File: src/rtl/calc_core_param_if.sv
// Keypad-to-display bus for calc_core_param.
// Carries the key strobe/code from the scanner and the display data back out.
//   keycode        5-bit key identifier, valid while newkey is high
//   newkey         level key strobe (edge-qualified inside the core)
//   Xdisplay       magnitude of X
//   LED_NEG_digit  X is negative
//   LED_OVW        sticky arithmetic overflow
//   busy           multiply in progress
interface calc_core_param_if #(
  parameter int unsigned NDIG = 4
);
  localparam int unsigned W = 4 * NDIG;

  logic [4:0]   keycode;
  logic         newkey;
  logic [W-1:0] Xdisplay;
  logic         LED_NEG_digit;
  logic         LED_OVW;
  logic         busy;

  // Driven by the keypad side, observes the display outputs.
  modport master (
    output keycode, newkey,
    input  Xdisplay, LED_NEG_digit, LED_OVW, busy
  );

  // The calculator core.
  modport slave (
    input  keycode, newkey,
    output Xdisplay, LED_NEG_digit, LED_OVW, busy
  );
endinterface

File: src/rtl/calc_core_param.sv
// Parametrised hex keypad calculator core.
// Builds NDIG-digit hex operands from edge-qualified keycodes and performs chained
// add/sub (single cycle) and shift-add multiply (W cycles), plus negate, backspace
// and clear. X is held in W-bit two's complement; the display shows |X| and a sign.
//   clk  rising-edge clock
//   rst  asynchronous active-high reset
//   bus  calc_core_param_if slave: keycode/newkey in; Xdisplay, LED_NEG_digit,
//        LED_OVW, busy out
module calc_core_param #(
  parameter int unsigned NDIG   = 4,
  parameter bit          MUL_EN = 1'b1
) (
  input logic               clk,
  input logic               rst,
  calc_core_param_if.slave  bus
);
  localparam int unsigned W  = 4 * NDIG;
  localparam int unsigned CW = $clog2(W);

  typedef enum logic [1:0] {OpNone, OpAdd, OpSub, OpMul} op_e;

  logic [W-1:0]   x_q, x_d, y_q, y_d;
  op_e            op_q, op_d;
  logic           entry_q, entry_d;
  logic           ovw_q, ovw_d;
  logic           busy_q, busy_d;
  logic           newkey_q;
  logic [2*W-1:0] mcand_q, mcand_d;
  logic [2*W-1:0] acc_q, acc_d;
  logic [W-1:0]   mplier_q, mplier_d;
  logic           mneg_q, mneg_d;
  logic           mset_y_q, mset_y_d;
  logic [CW-1:0]  cnt_q, cnt_d;

  function automatic logic [W-1:0] mag(input logic [W-1:0] v);
    return v[W-1] ? (~v + W'(1)) : v;
  endfunction

  logic           accept;
  logic [W-1:0]   arith_res;
  logic           arith_ovf;
  logic [2*W-1:0] acc_nxt;
  logic [W-1:0]   mul_res;
  logic           mul_ovf;
  logic           mul_start;
  logic           mul_set_y;
  logic           do_clear;

  assign accept = bus.newkey & ~newkey_q;

  // Y op X for the single-cycle operators, with signed overflow detection.
  always_comb begin
    arith_res = y_q + x_q;
    arith_ovf = (y_q[W-1] == x_q[W-1]) && (arith_res[W-1] != y_q[W-1]);
    if (op_q == OpSub) begin
      arith_res = y_q - x_q;
      arith_ovf = (y_q[W-1] != x_q[W-1]) && (arith_res[W-1] != y_q[W-1]);
    end
  end

  // Multiply step and final result; only meaningful on the last busy cycle.
  always_comb begin
    acc_nxt = acc_q + (mplier_q[0] ? mcand_q : '0);
    mul_res = mneg_q ? (~acc_nxt[W-1:0] + W'(1)) : acc_nxt[W-1:0];
    // Magnitude limit is 2^(W-1)-1 when positive, 2^(W-1) when negative.
    mul_ovf = (acc_nxt[2*W-1:W] != '0) ||
              (acc_nxt[W-1] && (!mneg_q || (acc_nxt[W-2:0] != '0)));
  end

  always_comb begin
    x_d       = x_q;
    y_d       = y_q;
    op_d      = op_q;
    entry_d   = entry_q;
    ovw_d     = ovw_q;
    busy_d    = busy_q;
    mcand_d   = mcand_q;
    acc_d     = acc_q;
    mplier_d  = mplier_q;
    mneg_d    = mneg_q;
    mset_y_d  = mset_y_q;
    cnt_d     = cnt_q;
    mul_start = 1'b0;
    mul_set_y = 1'b0;
    do_clear  = 1'b0;

    if (busy_q) begin
      if (accept && (bus.keycode == 5'h15)) begin
        do_clear = 1'b1;
      end else begin
        acc_d    = acc_nxt;
        mcand_d  = mcand_q << 1;
        mplier_d = mplier_q >> 1;
        cnt_d    = cnt_q + CW'(1);
        if (cnt_q == CW'(W - 1)) begin
          busy_d = 1'b0;
          x_d    = mul_res;
          if (mset_y_q) y_d = mul_res;
          if (mul_ovf) ovw_d = 1'b1;
        end
      end
    end else if (accept) begin
      case (bus.keycode) inside
        [5'h00:5'h0F]: begin
          if (!entry_q) begin
            x_d     = {{(W-4){1'b0}}, bus.keycode[3:0]};
            entry_d = 1'b1;
          end else if (x_q[W-1:W-4] == 4'h0) begin
            x_d = {x_q[W-5:0], bus.keycode[3:0]};
          end
        end
        5'h10, 5'h11, 5'h12: begin
          if ((bus.keycode != 5'h12) || MUL_EN) begin
            if ((op_q != OpNone) && entry_q) begin
              if (op_q == OpMul) begin
                mul_start = 1'b1;
                mul_set_y = 1'b1;
              end else begin
                x_d = arith_res;
                y_d = arith_res;
                if (arith_ovf) ovw_d = 1'b1;
              end
            end else begin
              y_d = x_q;
            end
            unique case (bus.keycode[1:0])
              2'd0:    op_d = OpAdd;
              2'd1:    op_d = OpSub;
              default: op_d = OpMul;
            endcase
            entry_d = 1'b0;
          end
        end
        5'h13: begin
          if (op_q != OpNone) begin
            if (op_q == OpMul) begin
              mul_start = 1'b1;
            end else begin
              x_d = arith_res;
              if (arith_ovf) ovw_d = 1'b1;
            end
            op_d = OpNone;
          end
          entry_d = 1'b0;
        end
        5'h14: begin
          x_d     = '0;
          entry_d = 1'b0;
          ovw_d   = 1'b0;
        end
        5'h15: do_clear = 1'b1;
        5'h16: begin
          x_d     = ~x_q + W'(1);
          entry_d = 1'b0;
          if (x_q == {1'b1, {(W-1){1'b0}}}) ovw_d = 1'b1;
        end
        5'h17: begin
          if (entry_q) x_d = x_q >> 4;
        end
        default: ;
      endcase
    end

    // Latch operand magnitudes; the product commits W edges later.
    if (mul_start) begin
      busy_d   = 1'b1;
      cnt_d    = '0;
      acc_d    = '0;
      mcand_d  = {{W{1'b0}}, mag(y_q)};
      mplier_d = mag(x_q);
      mneg_d   = x_q[W-1] ^ y_q[W-1];
      mset_y_d = mul_set_y;
    end

    if (do_clear) begin
      x_d      = '0;
      y_d      = '0;
      op_d     = OpNone;
      entry_d  = 1'b0;
      ovw_d    = 1'b0;
      busy_d   = 1'b0;
      mcand_d  = '0;
      acc_d    = '0;
      mplier_d = '0;
      mneg_d   = 1'b0;
      mset_y_d = 1'b0;
      cnt_d    = '0;
    end
  end

  always_ff @(posedge clk or posedge rst) begin
    if (rst) begin
      x_q      <= '0;
      y_q      <= '0;
      op_q     <= OpNone;
      entry_q  <= 1'b0;
      ovw_q    <= 1'b0;
      busy_q   <= 1'b0;
      // A key held across reset must be released before it counts.
      newkey_q <= 1'b1;
      mcand_q  <= '0;
      acc_q    <= '0;
      mplier_q <= '0;
      mneg_q   <= 1'b0;
      mset_y_q <= 1'b0;
      cnt_q    <= '0;
    end else begin
      x_q      <= x_d;
      y_q      <= y_d;
      op_q     <= op_d;
      entry_q  <= entry_d;
      ovw_q    <= ovw_d;
      busy_q   <= busy_d;
      newkey_q <= bus.newkey;
      mcand_q  <= mcand_d;
      acc_q    <= acc_d;
      mplier_q <= mplier_d;
      mneg_q   <= mneg_d;
      mset_y_q <= mset_y_d;
      cnt_q    <= cnt_d;
    end
  end

  assign bus.Xdisplay      = mag(x_q);
  assign bus.LED_NEG_digit = x_q[W-1];
  assign bus.LED_OVW       = ovw_q;
  assign bus.busy          = busy_q;
endmodule

File: src/flat_wrapper.sv
// flat-port wrapper written by rule: the top's interface ports become plain ports
module calc_core_param_flat 
#(
  parameter int unsigned NDIG   = 4,
  parameter bit          MUL_EN = 1'b1
)
  (clk, rst, bus_keycode, bus_newkey, bus_Xdisplay, bus_LED_NEG_digit, bus_LED_OVW, bus_busy);
  calc_core_param_if #(.NDIG(NDIG)) bus_i ();
  input logic clk;
  input logic rst;
  input wire logic [$bits(bus_i.keycode)-1:0] bus_keycode;
  input wire logic [$bits(bus_i.newkey)-1:0] bus_newkey;
  output wire logic [$bits(bus_i.Xdisplay)-1:0] bus_Xdisplay;
  output wire logic [$bits(bus_i.LED_NEG_digit)-1:0] bus_LED_NEG_digit;
  output wire logic [$bits(bus_i.LED_OVW)-1:0] bus_LED_OVW;
  output wire logic [$bits(bus_i.busy)-1:0] bus_busy;
  assign bus_i.keycode = bus_keycode;
  assign bus_i.newkey = bus_newkey;
  assign bus_Xdisplay = bus_i.Xdisplay;
  assign bus_LED_NEG_digit = bus_i.LED_NEG_digit;
  assign bus_LED_OVW = bus_i.LED_OVW;
  assign bus_busy = bus_i.busy;
  calc_core_param #(.NDIG(NDIG), .MUL_EN(MUL_EN)) u_core (.clk(clk), .rst(rst), .bus(bus_i));
endmodule
File: config.mk
export PLATFORM = sky130hd
export DESIGN_NAME = calc_core_param_flat
export DESIGN_NICKNAME = d
export VERILOG_FILES = /design/src/rtl/calc_core_param_if.sv /design/src/rtl/calc_core_param.sv /design/src/flat_wrapper.sv
export SDC_FILE = /design/constraint.sdc
export NUM_CORES = 1
export LEC_CHECK = 0
export ABC_CLOCK_PERIOD_IN_PS = 4300
export CAP_MARGIN = 0
export CORE_MARGIN = 10
export CORE_UTILIZATION = 50
export CTS_BUF_LIST = sky130_fd_sc_hd__clkbuf_16
export CTS_CLUSTER_SIZE = 12
export DETAILED_ROUTE_END_ITERATION = 16
export PLACE_DENSITY = 0.69
export SETUP_SLACK_MARGIN = 0.15
export SLEW_MARGIN = 5
export SYNTH_ARGS = -nofsm -noshare
export SYNTH_HDL_FRONTEND = slang
export SYNTH_SLANG_ARGS = --single-unit
File: constraint.sdc
create_clock -name clk -period 4.3 [get_ports clk]
set_clock_uncertainty 0.05 [all_clocks]
set_input_delay 1.29 -clock clk [delete_from_list [all_inputs] [get_ports clk]]
set_output_delay 1.29 -clock clk [all_outputs]
set_load 0.005 [all_outputs]
**Word level (Yosys, flattened, before mapping)**

Index checks and enable logic that the tools add are counted.

- $add $sub $neg: 7
- Magnitude comparators: 2
- Equality and inequality tests: 34
- Muxes and demuxes: 113
- Bitwise logic cells: 6
- Reduce and logical (&&, ||, !) cells: 33

Operator list:

| cell | count |
|---|---|
| $mux 16 | 36 |
| $mux 32 | 9 |
| $mux 1 | 56 |
| $add 16x1->16 const B | 3 |
| $not 16->16 | 3 |
| $eq 5x5->1 const B | 8 |
| $add 32x32->32 | 1 |
| $reduce_bool 6->1 | 3 |
| $add 16x16->16 | 1 |
| $eq 16x16->1 const B | 1 |
| $mux 4 | 4 |
| $reduce_bool 16->1 | 1 |
| $reduce_bool 8->1 | 2 |
| $sub 16x16->16 | 1 |
| $reduce_bool 15->1 | 1 |
| $reduce_bool 3->1 | 5 |
| $mux 2 | 7 |
| $ne 3x3->1 const B | 4 |
| $reduce_and 10->1 | 1 |
| $reduce_and 9->1 | 1 |
| $ne 7x5->1 const B | 1 |
| $reduce_and 7->1 | 1 |
| $logic_and 1x1->1 | 6 |
| $ne 3x1->1 const B | 2 |
| 31 further kinds | 37 |

- Bits in registers: 124
- Bits of input ports: 8
- Output and inout bits: 19
- Word-level logic and storage cells: 208

**Longest topological paths before layout**

- Depth in word-level cells: 13
- Depth in mapped cells: 14
- Mapped depth without buffers: 14

**Least setup slack after synthesis**

OpenSTA, ideal clock, no wires.

- Path type: register to output
- Start point: reg u_core.x_q[1]
- End point: out bus_Xdisplay[14]
- Data arrival time: 2578 ps
- Required time: 2960 ps
- Slack: 382 ps
- Cell stages (with the launch flop): 10
- Path buffers: 0
- Cells stage by stage: dfrtp_1 inv_1 ha_1 or3b_1 or3_1 or3_1 nor3_1 nand2_1 nand2_1 xnor2_1

- Longest elaborated chain between the ends: 3

Ends and longest elaborated chain:

| what | line | text |
|---|---|---|
| start: declaration | calc_core_param.sv:22 | `logic [W-1:0] x_q, x_d, y_q, y_d;` |
| start signal: assignment | calc_core_param.sv:193 | `x_q <= '0;` |
| start signal: assignment | calc_core_param.sv:208 | `x_q <= x_d;` |
| $not 16->16 | calc_core_param.sv:36 | `return v[W-1] ? (~v + W'(1)) : v;` |
| $add 16x1->16 | calc_core_param.sv:36 |  |
| $mux 16 | calc_core_param.sv:36 |  |
| end: declaration | flat_wrapper.sv:13 | `output wire logic [$bits(bus_i.Xdisplay)-1:0] bus_Xdisplay;` |

No other way between the ends.

**Final worst setup path**

- Start point: reg u_core.x_q[1]
- End point: out bus_Xdisplay[12]

Same word-level chain as after synthesis.

==> results.md <==
- Final Setup Violations: 0
- Final core occ: 0.573
- Overflow after GRT: 0
- VDD IR max: approximately 0.38 mV
- Gate power share: 0.506
- Fmax: between 200 and 250 MHz
- First-pass GRT wire length: roughly 52000 µm
- Flops & latches, synth: ~120
- Met3 usage: 0.0407
- Syn avg cell area: 7.96 µm²
- Clock sink count: between 100 and 150
- Area of the multi-input gates: between 0.007 and 0.008 mm²
- Worst EP required: about 3.0 ns
- Gr usage total: 0.225
- Routing usage on met2: 0.358
- Non-filler cells, final: 1638
- Shortest period the worst path allows: approximately 4.2 ns
- Via count of the routed design: roughly 10000
- Max Slew Vio Count: 0
- Count of input and output buffers: 26
- P&R area growth vs syn: 12.9%
- Relative slew slack: 0.231
- Worst slew pin tran: about 1.2 ns
- DRC viols: 0
- Placed cell count: 1594
- Syn nets: roughly 1400
- TritonRoute pass-1 iters: 7
- Global routing usage on met1: 0.296
- Detailed Place HPWL: between 20000 and 25000 µm
- HP Start: u_core.acc_q[2]$_DFFE_PP0P_
- Reg2reg start: u_core.mplier_q[0]$_DFFE_PP0P_
- PwrDens: 527 mW/mm²
- Int Pwr: between 3 and 4 mW
- FP Rows: 53
- CTS root buf: clkbuf_16
- Mapped Cells: around 1300
- Final Hold Vio Count: 0
- Setup_tns: 0 ns
- Post-synth top flop: dfrtp_1
- Synth area leader: dfrtp_1
- CTS tree: built
- CP Max Fanout: 3
- Vias per cell: approximately 6.3
- Register cell area after layout: about 0.0031 mm²
- Hold crit path type: reg -> reg
- Io pins: 27
- Arr. time, crit path: ~2.9 ns
- Top post-synthesis cells by area: dfrtp_1 (29%), ha_1 (7.7%), a21oi_1 (6.4%)
- Clock H-tree levels: 4
- Synth top area share: 0.288
- Status: finished clean
- Mapped Area: ~0.011 mm²
- Largest net degree at the start of global routing: 96
- Yosys cell types: 81
- Switch share: 0.445
- Initial core utilization: 0.508
- Antenna diode count: 0
- YS warnings: 0
- Num CTS Buffers: 17
- GP Congestion: about 1.1
- Critical setup path kind: reg -> out
- Total power: around 6.4 mW
- Ratio of cells with drive above 1 in the final layout: 0.109
- Nets: roughly 1400
- Core area: about 0.021 mm²
- RSZ-0062 raised after global routing: yes
- Clock Tree Buf Depth: 2
- Worst-path clk slew: roughly 0.070 ns
- Setup crit end kind: output pin
- Sequential share of power: 0.272
- Initial drt markers: 896
- Global routing's busiest layer: met2
- Routed WL per cell: a little under 20 µm
- Filler Cell Count: 1933
- Die Y: 166 µm
- Vias in the first global route: approximately 9600
- Clock share of power: 0.222
- Max-Cap Viols: 0
- Period utilisation layout: 0.977
- Die area: between 0.02 and 0.03 mm²
- Worst skew pair latency: roughly 0.44 ns
- Die Wd: roughly 170 µm
- Initial antenna violation count: 1
- Routed WL: about 32000 µm
- Crit path launch type: flop
- Number of synthesized flops with an enable pin: 0
- Asr flop ratio synth: 1.00
- Sequential cell area fraction in the yosys report: 0.291
- NetSw: roughly 2.8 mW
- Antenna Nets Post-Route: 0
- Leak pwr: roughly 5.3 nW
- Worst setup path start: u_core.x_q[1]$_DFFE_PP0P_
routing by layer:
metal	up-vias	part of all wire
met1	4877	0.44
li1	4848	-
met5	-	0.00041
met2	436	0.46
met3	100	0.064
met4	2	0.042
logic make-up (layout without fill, tap and decap cells):
| logic type | after synthesis | count (layout) | synth area share |
|---|---|---|---|
| AND/OR/NAND/NOR | 445 | 445 | 0.193 |
| flip-flops | 124 | 124 | 0.291 |
| multiplexers | 17 | 17 | 0.0163 |
| adder cells (fa/ha/maj) | 69 | 69 | 0.0830 |
| buffers and inverters | 134 | 157 | 0.0584 |
| XOR/XNOR | 90 | 90 | 0.0739 |
| AO/OA/AOI/OAI | 461 | 461 | 0.284 |
final cells by class:
class                           instances  share of cell area
Clock inverter                         15              0.0114
Tap cell                              275              0.0286
Sequential cell                       124               0.258
Multi-Input combinational cell       1082               0.595
Timing Repair Buffer                   84              0.0582
Clock buffer                           17              0.0353
Inverter                               41              0.0131
synth_stat cells, types with 8 or more instances:
cell      count
a211oi_1     25
a21o_1       13
a21oi_1     136
a221oi_1     10
a22o_1       44
a31oi_1      10
and2_1       34
and3_1        9
clkbuf_1     74
dfrtp_1     123
ha_1         66
inv_1        40
mux2i_1      14
nand2_1     139
nand2b_1     16
nand3_1      22
nor2_1      135
nor2b_1      17
nor3_1       33
o211ai_1     13
o21a_1       21
o21ai_0     102
o31a_1        8
o31ai_1      19
o41ai_1       8
or3_1        15
xnor2_1      51
xor2_1       39
flip-flops by register name (all words and copies together), names as in the netlist:
name and cells:
u_core.op_q 2, u_core.mcand_q 32, u_core.entry_q 1, u_core.mneg_q 1
u_core.cnt_q 4, u_core.mset_y_q 1, u_core.acc_q 32, u_core.newkey_q 1
u_core.bus.LED_OVW 1, u_core.y_q 16, u_core.bus.busy 1, u_core.x_q 16
u_core.mplier_q 16
what timing repair did:
action / 4_1_cts / 5_1_grt
pin swaps: 4 / 12
setup buffers: 5 / 7
gates resized for setup: 40 / 27
hold buffers: 0 / 0
endpoints found under the setup margin: 9 / 22
metrics by stage:
| step | setup WS (ns) | hold WS, ns | area (µm²) |
|---|---|---|---|
| floorplan | 0.382 | 0.404 | 10700 |
| global placement | 0.139 | 0.421 | 11200 |
| detailed placement | 0.101 | 0.428 | 11200 |
| CTS | 0.0610 | 0.442 | 11900 |
| global route | 0.0248 | 0.481 | 12000 |
| finish | 0.0994 | 0.441 | 12000 |
power by group through the flow:
stage | combinational (mW) | sequential (mW) | clock [mW]
4_1_cts | 3.06 | 1.71 | 1.42
2_1_floorplan | 2.07 | 1.54 | 0
5_1_grt | 3.49 | 1.76 | 1.48
3_5_place_dp | 3.00 | 1.72 | 0
6_report | 3.21 | 1.73 | 1.41
3_3_place_gp | 2.98 | 1.71 | 0
cell usage in the layout, fill, tap and decap left out, types with 8 or more instances in the layout:
| cell type | instances |
|---|---|
| mux2i_1 | 14 |
| o31a_1 | 8 |
| a21o_1 | 13 |
| and3_1 | 9 |
| nand2_1 | 137 |
| ha_1 | 64 |
| nor3_1 | 29 |
| o31ai_1 | 19 |
| inv_1 | 38 |
| clkbuf_16 | 17 |
| a31oi_1 | 10 |
| o211ai_1 | 13 |
| xor2_1 | 39 |
| and2_1 | 34 |
| nor2b_1 | 17 |
| o21a_1 | 21 |
| o41ai_1 | 8 |
| or3_1 | 11 |
| clkdlybuf4s50_1 | 16 |
| nand3_1 | 22 |
| buf_4 | 53 |
| o21ai_0 | 102 |
| nor2_1 | 134 |
| a21oi_1 | 134 |
| a211oi_1 | 23 |
| a221oi_1 | 9 |
| a22o_1 | 44 |
| xnor2_1 | 44 |
| nand2b_1 | 14 |
| dfrtp_1 | 121 |
final timing paths:
| path | to | depth (start not counted) | slack, ns |
|---|---|---|---|
| max | bus_Xdisplay[12] | 10 | 0.1 |
| min | u_core.acc_q[2]$_DFFE_PP0P_ | 2 | 0.44 |
| max reg2reg | u_core.y_q[13]$_DFFE_PP0P_ | 13 | 0.36 |
| min reg2reg | u_core.acc_q[2]$_DFFE_PP0P_ | 2 | 0.44 |
| max in group asynchronous | u_core.bus.busy$_DFF_PP0_ | 3 | 2.38 |
| min in group asynchronous | u_core.acc_q[8]$_DFFE_PP0P_ | 3 | 1.27 |
critical path, cell delays in order (launching register included):
cell	delay, ns
dfrtp_1	0.41
inv_2	0.09
ha_4	0.13
or3b_4	0.37
or3_4	0.34
or3_4	0.35
nor3_2	0.12
buf_4	0.17
nand2b_4	0.14
xnor2_2	0.15
buf_2	0.15
No activity file was read; power rests on OpenSTA's default activity.
